## src/rtl/decode_pkg.sv

```systemverilog
//------------------------------------------------------------------------------
// decode_pkg : shared state encoding and one-hot helper for decode38_scan
// Revision   : 1.0
//------------------------------------------------------------------------------
`default_nettype none

package decode_pkg;

   localparam int ONEHOT_W = 8;

   typedef enum logic [1:0] {
      IDLE   = 2'd0,
      DIRECT = 2'd1,
      SCAN   = 2'd2
   } state_t;

   function automatic logic [ONEHOT_W-1:0] onehot3(input logic [2:0] code);
      return ONEHOT_W'(1) << code;
   endfunction

endpackage

`default_nettype wire

```

## src/rtl/scan_divider.sv

```systemverilog
//------------------------------------------------------------------------------
// scan_divider : free-running modulo-SCAN_DIV counter, tick on last count
// Revision     : 1.0
//------------------------------------------------------------------------------
`default_nettype none

module scan_divider #(
   parameter int DIV_W    = 16,
   parameter int SCAN_DIV = 50000
) (
   input  logic clk,
   input  logic rst_n,
   input  logic clr,
   input  logic en,
   output logic tick
);

   localparam logic [DIV_W-1:0] LAST = DIV_W'(SCAN_DIV - 1);

   logic [DIV_W-1:0] count;

   assign tick = en & (count == LAST);

   always_ff @(posedge clk) begin
      if (!rst_n) begin
         count <= '0;
      end else if (clr) begin
         count <= '0;
      end else if (en) begin
         count <= tick ? '0 : count + 1'b1;
      end
   end

endmodule

`default_nettype wire

```

## src/rtl/decode38_scan.sv

```systemverilog
//------------------------------------------------------------------------------
// decode38_scan : registered 3-to-8 one-hot decoder, DIRECT handshake or SCAN
// Revision      : 1.0
//------------------------------------------------------------------------------
`default_nettype none

module decode38_scan
   import decode_pkg::*;
#(
   parameter int DIV_W          = 16,
   parameter int SCAN_DIV       = 50000,
   parameter int ACTIVE_LOW_OUT = 0
) (
   input  logic                clk,
   input  logic                rst_n,
   input  logic                en,
   input  logic                mode,
   input  logic                code_valid,
   input  logic [2:0]          code,
   output logic                code_ready,
   output logic [ONEHOT_W-1:0] y,
   output logic [2:0]          idx,
   output logic                y_valid,
   output logic                frame_done
);

   // Polarity mask folded into every y load so the register holds the physical level
   localparam logic [ONEHOT_W-1:0] Y_POL = {ONEHOT_W{ACTIVE_LOW_OUT != 0}};

   state_t state;
   state_t next_state;
   logic   div_clr;
   logic   div_en;
   logic   div_tick;

   always_ff @(posedge clk) begin
      if (!rst_n) begin
         state <= IDLE;
      end else begin
         state <= next_state;
      end
   end

   always_comb begin
      next_state = IDLE;
      if (en) begin
         next_state = mode ? SCAN : DIRECT;
      end
   end

   always_comb begin
      code_ready = (state == DIRECT) & en & ~mode;
      div_en     = (state == SCAN) & (next_state == SCAN);
      div_clr    = ~div_en;
   end

   scan_divider #(
      .DIV_W    (DIV_W),
      .SCAN_DIV (SCAN_DIV)
   ) u_scan_divider (
      .clk   (clk),
      .rst_n (rst_n),
      .clr   (div_clr),
      .en    (div_en),
      .tick  (div_tick)
   );

   always_ff @(posedge clk) begin
      if (!rst_n) begin
         y          <= Y_POL;
         idx        <= 3'd0;
         y_valid    <= 1'b0;
         frame_done <= 1'b0;
      end else begin
         frame_done <= 1'b0;
         case (next_state)
            DIRECT: begin
               if (state != DIRECT) begin
                  y       <= Y_POL;
                  idx     <= 3'd0;
                  y_valid <= 1'b0;
               end else if (code_valid && code_ready) begin
                  y       <= onehot3(code) ^ Y_POL;
                  idx     <= code;
                  y_valid <= 1'b1;
               end
            end
            SCAN: begin
               if (state != SCAN) begin
                  y       <= onehot3(3'd0) ^ Y_POL;
                  idx     <= 3'd0;
                  y_valid <= 1'b1;
               end else if (div_tick) begin
                  y          <= onehot3(idx + 3'd1) ^ Y_POL;
                  idx        <= idx + 3'd1;
                  frame_done <= (idx == 3'd7);
               end
            end
            default: begin
               y       <= Y_POL;
               idx     <= 3'd0;
               y_valid <= 1'b0;
            end
         endcase
      end
   end

endmodule

`default_nettype wire

```

## config.mk

```make
export PLATFORM = sky130hd
export DESIGN_NAME = decode38_scan
export DESIGN_NICKNAME = d
export VERILOG_FILES = /design/src/rtl/decode_pkg.sv /design/src/rtl/scan_divider.sv /design/src/rtl/decode38_scan.sv
export SDC_FILE = /design/constraint.sdc
export NUM_CORES = 1
export LEC_CHECK = 0
export ABC_AREA = 1
export CAP_MARGIN = 5
export CORE_ASPECT_RATIO = 2
export CORE_MARGIN = 8
export CORE_UTILIZATION = 61
export CTS_BUF_LIST = sky130_fd_sc_hd__clkbuf_4
export DETAILED_ROUTE_END_ITERATION = 10
export GPL_TIMING_DRIVEN = 0
export HOLD_SLACK_MARGIN = 0.15
export PLACE_DENSITY = 0.87
export RECOVER_POWER = 25
export SETUP_SLACK_MARGIN = 0.02
export SYNTH_ARGS = -nofsm -noshare
export SYNTH_HDL_FRONTEND = slang
export SYNTH_SLANG_ARGS = --single-unit
```

## constraint.sdc

```tcl
create_clock -name clk -period 3.17 [get_ports clk]
set_input_delay 0.4755 -clock clk [delete_from_list [all_inputs] [get_ports clk]]
set_output_delay 0.4755 -clock clk [all_outputs]
set_load 0.01 [all_outputs]
```

==> results.json, run 1 <==
{
  "status": "complete, no violations",
  "cts_tree": "done",
  "power.density_nw_per_um2": 340,
  "slew_violations": 0,
  "finalNonFillerCells": 305,
  "synth_top_family_by_area": "simple AND/OR/NAND/NOR gates",
  "drive_gt1_frac": 0.0761,
  "reg2reg_from": "u_scan_divider.count[0]$_SDFF_PP0_",
  "io_pins": 22,
  "cts_made_buffers": 5,
  "avgSynthCellArea_um2": 6.84,
  "dp.final_hpwl_um": 2960,
  "postSynth.asyncResetShare": 0,
  "timing.final.crit_share": 0.804,
  "h-tree-depth": 2,
  "grt_setup_unrepaired": "no",
  "fmax_mhz": 392,
  "start_util": 0.625,
  "r2r_end": "u_scan_divider.count[6]$_SDFF_PP0_",
  "root_buffer": "clkbuf_4",
  "synth_edf_count": 0,
  "worstHoldStart": "u_scan_divider.count[0]$_SDFF_PP0_",
  "fin_crit_ns": 2.55,
  "final_nets": 290,
  "r2r_slack_ns": 1.44,
  "seqCellArea_um2": 621,
  "hp-class": "reg -> reg",
  "synth_compound_area_frac": 0.0607,
  "synth_ff_type": "dfxtp_1",
  "cp_slowest_cell": "dlygate4sd3_1",
  "syn_inst": 247,
  "dieArea_um2": 4810,
  "crit_type": "in -> out",
  "synth_xor_area_frac": 0.0363,
  "clock_skew_ns": 0.00807,
  "ir_drop_mv": 0.257,
  "final_common_cell": "nand2_1",
  "via_per_inst": 5.17,
  "rows": 27,
  "drc": 0,
  "die_w_um": 53.2,
  "setup_viol": 0,
  "cp.required_ns": 2.69,
  "synth-warning-count": 0,
  "routed_wl_um": 3760,
  "die_height_um": 90.4,
  "tightest_slew_ns": 0.378,
  "core_um2": 2700,
  "path_max_fanout": 4,
  "syn-num-nets": 262,
  "path_delay_family": "buffers and inverters",
  "drt_iter0_drc": 27,
  "grt_pass1_wl_um": 6770,
  "synth_area_um2": 1690,
  "ant_nets": 0,
  "cp_data_arrival_time_ns": 2.07,
  "drt_pass1_iterations": 5,
  "power_w": 0.000674,
  "cts-resized-gates": 0,
  "mostFrequentLayoutCells": "nand2_1, nor2_1, dfxtp_1",
  "cts.sink_count": 31,
  "ctsHoldBuffers": 0,
  "r2r_cells": 7,
  "fillers": 241,
  "synthMuxAreaShare": 0,
  "grt_usage": 0.179,
  "clkTransAtPathRegs_ns": 0.09,
  "seq_area_frac_synth": 0.367,
  "ys_seq_elements": 31,
  "wl_per_cell_um": 12.3,
  "holdPathStages": 1,
  "grt-ovfl-total": 0,
  "hold_violations": 0,
  "clockBufferDepth": 2,
  "antenna_found_initial": 0,
  "grt_pass1_vias": 1660,
  "start_kind": "input pin",
  "diodes": 0,
  "vias": 1577,
  "synth-simple-area-share": 0.384,
  "slew_headroom": 0.747,
  "hold_end": "u_scan_divider.count[0]$_SDFF_PP0_",
  "synth_fa_ha_area_frac": 0.0518,
  "setup_tns_ns": 0,
  "gp_congestion": 0.894,
  "ys_types": 29,
  "insertion_delay_ns": 0.33,
  "drv_cap": 0,
  "crit_buf_inv": 2,
  "cp-end-kind": "primary output",
  "areaGrowthSynthToFinish_pct": 17.1,
  "cellLeakagePower_nw": 0.802,
  "grt_max_degree": 11,
  "multi_input_area_um2": 891,
  "numPortBuffers": 21,
  "max_stage_delay_ns": 0.61,
  "dpl.cell_count": 297,
  "worstPathCellList": "dlygate4sd3_1 > nand2_1 > nor2_1 > clkdlybuf4s50_1",
  "post-cts-setup-buffer-count": 0
}
how the worst max path moves through the flow:
stage          from                 to  slack [ns]  cells after the start
2_1_floorplan  mode  y[1]$_SDFFE_PN0P_        1.76                      9
3_3_place_gp     en         code_ready        0.72                      4
3_5_place_dp     en         code_ready        0.71                      4
4_1_cts          en         code_ready        0.71                      4
5_1_grt          en         code_ready        0.57                      4
6_report         en         code_ready        0.62                      4
area by class of cell:
| cell class | count | area share |
|---|---|---|
| clock inverters | 2 | 0.00379 |
| well taps | 29 | 0.0183 |
| plain buffers | 6 | 0.0265 |
| inverters | 31 | 0.0588 |
| repair buffers | 21 | 0.106 |
| multi-input cells | 179 | 0.450 |
| clock buffers | 6 | 0.0228 |
| flip-flops and latches | 31 | 0.314 |
state kept, by name (all words and copies together), names as in the netlist:
name,flops
state,2
u_scan_divider.count,16
y,8
idx,3
y_valid,1
frame_done,1
cells in the mapped netlist, drive strengths merged (6+ instances only):
| master | count | area (um2) |
|---|---|---|
| dfxtp | 31 | 621 |
| xor2 | 6 | 52.6 |
| a21oi | 10 | 50.1 |
| buf | 6 | 52.5 |
| inv | 31 | 116 |
| nand3 | 13 | 77.6 |
| ha | 7 | 87.6 |
| nor2 | 56 | 223 |
| nand2 | 60 | 244 |
cell families after synthesis:
kind of cell,count (synthesis)
flip-flops,31
XOR/XNOR,7
AO/OA/AOI/OAI,19
buffers and inverters,37
AND/OR/NAND/NOR,146
adder cells (fa/ha/maj),7
through the flow:
| step | util | hold slack (ns) | cell area (um2) | worst slack, ns |
|---|---|---|---|---|
| floorplan | - | 0.418 | 1690 | 1.76 |
| global placement | 0.717 | 0.427 | 1940 | 0.723 |
| detailed placement | 0.717 | 0.443 | 1940 | 0.705 |
| CTS | 0.736 | 0.458 | 1990 | 0.706 |
| global route | 0.732 | 0.487 | 1980 | 0.573 |
| finish | 0.732 | 0.456 | 1980 | 0.621 |
worst reg2reg max path, stage by stage (launching register included):
cell and delay (ns):
dfxtp_1 0.36, ha_1 0.19, nand3_1 0.18, nor2_1 0.15, nand2_1 0.11, nand3_1 0.27, buf_2 0.30, nor2_1 0.07
power breakdown:
part | total [W] | internal (W) | switching (W)
Clock | 0.000223 | 0.0000906 | 0.000132
Sequential | 0.000397 | 0.000394 | 0.00000319
Combinational | 0.0000538 | 0.0000247 | 0.0000291
Total | 0.000674 | 0.000509 | 0.000164
metal layers:
layer	part of all wire	vias to the layer above	GRT usage
met2	0.57	24	0.327
li1	-	822	-
met3	0.031	14	0.0495
met1	0.36	717	0.153
met5	0	-	0
met4	0.036	0	0.117
Power figures use the tool's default switching activity.
==> inputs of run 2 (changes only) <==
--- a/config.mk
+++ b/config.mk
@@ -9,12 +9,12 @@
 export CAP_MARGIN = 5
 export CORE_ASPECT_RATIO = 2
 export CORE_MARGIN = 8
-export CORE_UTILIZATION = 61
+export CORE_UTILIZATION = 57
 export CTS_BUF_LIST = sky130_fd_sc_hd__clkbuf_4
 export DETAILED_ROUTE_END_ITERATION = 10
 export GPL_TIMING_DRIVEN = 0
 export HOLD_SLACK_MARGIN = 0.15
-export PLACE_DENSITY = 0.87
+export PLACE_DENSITY = 0.82
 export RECOVER_POWER = 25
 export SETUP_SLACK_MARGIN = 0.02
 export SYNTH_ARGS = -nofsm -noshare
==> constraint.sdc (replaced) <==
create_clock -name clk -period 2.4 [get_ports clk]
set_input_delay 0.36 -clock clk [delete_from_list [all_inputs] [get_ports clk]]
set_output_delay 0.36 -clock clk [all_outputs]
set_load 0.01 [all_outputs]
==> run 2 against run 1 <==
Effect of this change:
- final cell count increased by 0.33%
- design area increased by 1.1%
- sequential share of layout area decreased by 0.35 points
- clock power increased by 83%
- core utilization decreased by 4.4 points
- count of clock-buffer cells in the layout decreased by 1
- global-route usage decreased by 1.2 points
- critical path depth unchanged
- hold slack improved by 0.00063 ns
- via count increased by 1.4%
- register-to-register slack got worse by 0.92 ns
- combinational power increased by 35%
==> results.json, run 2 (same netlist as run 1, synthesis figures left out) <==
{
  "drt_iter0_drc": 36,
  "drv_cap": 0,
  "dieArea_um2": 5070,
  "mostFrequentLayoutCells": "nand2_1, nor2_1, dfxtp_1",
  "drt_pass1_iterations": 4,
  "die_height_um": 93.0,
  "cp_common_cell": "clkdlybuf4s50_1",
  "grt-ovfl-total": 0,
  "hold_violations": 0,
  "clkTransAtPathRegs_ns": 0.11,
  "numPortBuffers": 21,
  "cp.required_ns": 2.04,
  "root_buffer": "clkbuf_4",
  "cp_data_arrival_time_ns": 1.90,
  "cts-resized-gates": 0,
  "worstPathCellList": "clkdlybuf4s50_1 > nand2_1 > nor2_1 > clkdlybuf4s50_1",
  "drc": 0,
  "grt_pass1_wl_um": 6530,
  "r2r_end": "idx[2]$_SDFFE_PN0P_",
  "path_depth": 4,
  "setup_tns_ns": 0,
  "path_delay_family": "buffers and inverters",
  "fmax_mhz": 443,
  "reg2reg_from": "u_scan_divider.count[0]$_SDFF_PP0_",
  "postLayoutCoreUtil": 0.688,
  "timing.final.crit_share": 0.941,
  "fin_crit_ns": 2.26,
  "largestRegisters": "u_scan_divider.count x16, y x8, idx x3",
  "clock_skew_ns": 0.00954,
  "grt_setup_unrepaired": "no",
  "grt_usage": 0.167,
  "rows": 28,
  "cts_made_buffers": 5,
  "final_common_cell": "nand2_1",
  "largest_register": "u_scan_divider.count",
  "start_util": 0.581,
  "post-cts-setup-buffer-count": 0,
  "crit_start": "en",
  "slew_headroom": 0.672,
  "cp_slowest_cell": "clkdlybuf4s50_1",
  "setup_viol": 0,
  "largest_reg_flops": 16,
  "ir_drop_mv": 0.479,
  "cts_tree": "done",
  "wl_per_cell_um": 12.6,
  "final_nets": 290,
  "diodes": 0,
  "gp_congestion": 0.919,
  "drive_gt1_frac": 0.0833,
  "max_stage_delay_ns": 0.61,
  "grt_pass1_vias": 1627,
  "power.density_nw_per_um2": 502,
  "path_max_fanout": 4,
  "cp-end-kind": "primary output",
  "vias": 1599,
  "tightest_slew_ns": 0.491,
  "io_pins": 22,
  "crit_type": "in -> out",
  "cellLeakagePower_nw": 0.828,
  "r2r_slack_ns": 0.52,
  "grt_max_degree": 11,
  "core_um2": 2910,
  "routed_wl_um": 3860,
  "ctsHoldBuffers": 0,
  "start_kind": "input pin",
  "ant_nets": 0,
  "antenna_found_initial": 0,
  "clockBufferDepth": 2,
  "die_w_um": 54.5,
  "dp.final_hpwl_um": 3000,
  "r2r_cells": 9,
  "cts.sink_count": 31,
  "h-tree-depth": 2,
  "status": "complete, no violations",
  "areaGrowthSynthToFinish_pct": 18.4,
  "hp-class": "reg -> reg",
  "insertion_delay_ns": 0.34,
  "via_per_inst": 5.23,
  "critPathCapture": "code_ready",
  "slew_violations": 0,
  "crit_buf_inv": 2
}
run 2: worst min path at each step:
stage | startpoint | end | slack, ns | cells past startpoint
3_5_place_dp | u_scan_divider.count[0]$_SDFF_PP0_ | u_scan_divider.count[0]$_SDFF_PP0_ | 0.44 | 1
2_1_floorplan | u_scan_divider.count[0]$_SDFF_PP0_ | u_scan_divider.count[0]$_SDFF_PP0_ | 0.42 | 1
3_3_place_gp | u_scan_divider.count[0]$_SDFF_PP0_ | u_scan_divider.count[0]$_SDFF_PP0_ | 0.43 | 1
5_1_grt | u_scan_divider.count[0]$_SDFF_PP0_ | u_scan_divider.count[0]$_SDFF_PP0_ | 0.48 | 1
6_report | u_scan_divider.count[0]$_SDFF_PP0_ | u_scan_divider.count[0]$_SDFF_PP0_ | 0.46 | 1
4_1_cts | u_scan_divider.count[0]$_SDFF_PP0_ | u_scan_divider.count[0]$_SDFF_PP0_ | 0.46 | 1
run 2: metal layers:
layer,GRT usage,up-vias,part of all wire
li1,-,826,-
met1,0.148,711,0.37
met2,0.305,46,0.55
met3,0.0382,16,0.036
met4,0.112,0,0.040
met5,0,-,0
run 2: report_power, final:
group,internal [W],switching (W)
logic,0.0000326,0.0000398
clock network,0.000214,0.000194
registers,0.000521,0.00000415
run 2: stage by stage:
stage / setup WS [ns] / cells / area, um2 / power, W / hold slack (ns)
after floorplan: 1.01 / 247 / 1690 / 0.000575 / 0.418
after global placement: 0.194 / 298 / 1940 / 0.000609 / 0.434
after detailed placement: 0.211 / 298 / 1940 / 0.000610 / 0.439
after CTS: 0.178 / 306 / 2010 / 0.00101 / 0.458
after global routing: 0.0785 / 306 / 2000 / 0.00103 / 0.484
final: 0.142 / 306 / 2000 / 0.00101 / 0.456
run 2: final cells by class:
class,count,area (um2)
Clock inverter,3,38.8
Clock buffer,5,37.5
Fill cell,263,906
Tap cell,30,37.5
Multi-Input combinational cell,179,888
Buffer,6,52.6
Timing Repair Buffer,21,210
Sequential cell,31,621
Inverter,31,116
==> inputs of run 3 (changes only) <==
--- a/config.mk
+++ b/config.mk
@@ -9,12 +9,14 @@
 export CAP_MARGIN = 5
 export CORE_ASPECT_RATIO = 2
 export CORE_MARGIN = 8
-export CORE_UTILIZATION = 57
+export CORE_UTILIZATION = 65
 export CTS_BUF_LIST = sky130_fd_sc_hd__clkbuf_4
+export CTS_CLUSTER_SIZE = 20
 export DETAILED_ROUTE_END_ITERATION = 10
+export DONT_BUFFER_PORTS = 1
 export GPL_TIMING_DRIVEN = 0
 export HOLD_SLACK_MARGIN = 0.15
-export PLACE_DENSITY = 0.82
+export PLACE_DENSITY = 0.81
 export RECOVER_POWER = 25
 export SETUP_SLACK_MARGIN = 0.02
 export SYNTH_ARGS = -nofsm -noshare
==> run 3 against run 2 <==
Effect of this change:
- design area shrank 11%
- setup slack better by 0.53 ns
- wire length down 4.4%
- non-clock buffer count down 20
- largest power group unchanged
- maximum frequency grew 31%
- combinational power fell by 36%
- die area fell by 9.5%
- sequential power barely moved
- register-to-register slack gained 0.15 ns
- largest cell class unchanged
- total power is 15% lower
==> results.json, run 3 (same netlist as run 1, synthesis figures left out) <==
{
  "status": "complete, no violations",
  "power.density_nw_per_um2": 479,
  "slew_headroom": 0.719,
  "io_pins": 22,
  "hp-class": "in -> reg",
  "core_um2": 2500,
  "worstHoldStart": "en",
  "vias": 1509,
  "grt_pass1_wl_um": 6270,
  "grt_pass1_vias": 1560,
  "die_height_um": 88.1,
  "antenna_found_initial": 0,
  "clkTransAtPathRegs_ns": 0.09,
  "largest_reg_flops": 16,
  "slew_violations": 0,
  "final_nets": 270,
  "grt_max_degree": 11,
  "ant_nets": 0,
  "cellLeakagePower_nw": 0.726,
  "path_max_fanout": 10,
  "drc": 0,
  "grt_setup_unrepaired": "no",
  "crit_type": "reg -> reg",
  "drt_iter0_drc": 27,
  "setup_viol": 0,
  "numPortBuffers": 0,
  "dpl.cell_count": 275,
  "fmax_mhz": 579,
  "routed_wl_um": 3690,
  "start_kind": "register",
  "tightest_slew_ns": 0.420,
  "cp.required_ns": 2.64,
  "timing.final.crit_share": 0.719,
  "drive_gt1_frac": 0.0902,
  "diodes": 0,
  "areaGrowthSynthToFinish_pct": 5.40,
  "start_util": 0.675,
  "mostFrequentLayoutCells": "nand2_1, nor2_1, dfxtp_1",
  "via_per_inst": 5.33,
  "cts_tree": "done",
  "drv_cap": 0,
  "final_common_cell": "nand2_1",
  "ir_drop_mv": 0.335,
  "dieArea_um2": 4590,
  "wl_per_cell_um": 13.0,
  "cts_made_buffers": 5,
  "cp-end-kind": "register",
  "grt_usage": 0.180,
  "dp.final_hpwl_um": 2910,
  "insertion_delay_ns": 0.34,
  "gp_congestion": 0.852,
  "cp_data_arrival_time_ns": 1.96,
  "crit_start": "u_scan_divider.count[0]$_SDFF_PP0_",
  "setup_tns_ns": 0,
  "post-cts-setup-buffer-count": 0,
  "h-tree-depth": 2,
  "grt-ovfl-total": 0,
  "largest_register": "u_scan_divider.count",
  "cts.sink_count": 31,
  "reg2reg_from": "u_scan_divider.count[0]$_SDFF_PP0_",
  "hold_violations": 0,
  "finalNonFillerCells": 283,
  "largestRegisters": "u_scan_divider.count x16, y x8, idx x3",
  "clock_skew_ns": 0.00559,
  "rows": 26,
  "root_buffer": "clkbuf_4",
  "fin_crit_ns": 1.73,
  "clockBufferDepth": 2,
  "die_w_um": 52.1,
  "drt_pass1_iterations": 4
}
[run 3: changes by cell type in the layout (fill, tap and decap cells not counted)]
cell / previous run / this run
clkdlybuf4s50_1: 15 / 0
bufinv_16: 1 / 0
nand3_1: 13 / 12
dlygate4sd3_1: 6 / 1
nand3_4: 0 / 1
[run 3: path summary, 6_finish.rpt]
kind	endpoint	slack [ns]	cells after the start
worst max register to register	u_scan_divider.count[7]$_SDFF_PP0_	0.67	7
worst min register to register	u_scan_divider.count[0]$_SDFF_PP0_	0.45	1
worst max-delay path	u_scan_divider.count[7]$_SDFF_PP0_	0.67	7
worst min-delay path	state[0]$_SDFF_PN0_	0.16	2
[run 3: where the power goes]
group           total, W  internal (W)  switching, W
Combinational  0.0000461     0.0000167     0.0000294
Sequential      0.000528      0.000520    0.00000740
Clock           0.000280      0.000103      0.000177
Total           0.000854      0.000641      0.000213
[run 3: layout make-up]
cell class                      instances  area, um2
Timing Repair Buffer                    1       10.0
Sequential cell                        31        621
Fill cell                             232        723
Tap cell                               28       35.0
Inverter                               31        116
Clock buffer                            5       37.5
Clock inverter                          2       8.76
Buffer                                  6       52.6
Multi-Input combinational cell        179        901
[run 3: critical path, cell delays in order (launching register included)]
cell	delay, ns
dfxtp_1	0.36
ha_1	0.20
nand3_1	0.17
nor2_1	0.15
nand2_1	0.11
nand3_1	0.27
buf_2	0.30
nor2_1	0.08
[run 3: per-stage QoR]
step	total power [W]	hold slack [ns]	instance area (um2)	worst slack [ns]	util
after detailed placement	0.000585	0.436	1730	0.656	0.689
after global routing	0.000890	0.153	1780	0.508	0.711
after CTS	0.000861	0.151	1780	0.647	0.711
after floorplan	0.000575	0.418	1690	1.01	-
final	0.000854	0.157	1780	0.673	0.711
after global placement	0.000584	0.430	1730	0.698	0.689
[run 3: routing by layer]
| metal | up-vias | part of all wire | global-route usage |
|---|---|---|---|
| met5 | - | 0 | 0 |
| met4 | 0 | 0.033 | 0.0998 |
| met3 | 10 | 0.040 | 0.0476 |
| met2 | 23 | 0.59 | 0.364 |
| met1 | 690 | 0.33 | 0.138 |
| li1 | 786 | - | - |
[run 3: repair_timing]
item	4_1_cts	5_1_grt
setup endpoints to repair	0	0
hold buffers	1	0
resized for setup	0	0
endpoints found under the hold margin	3	0
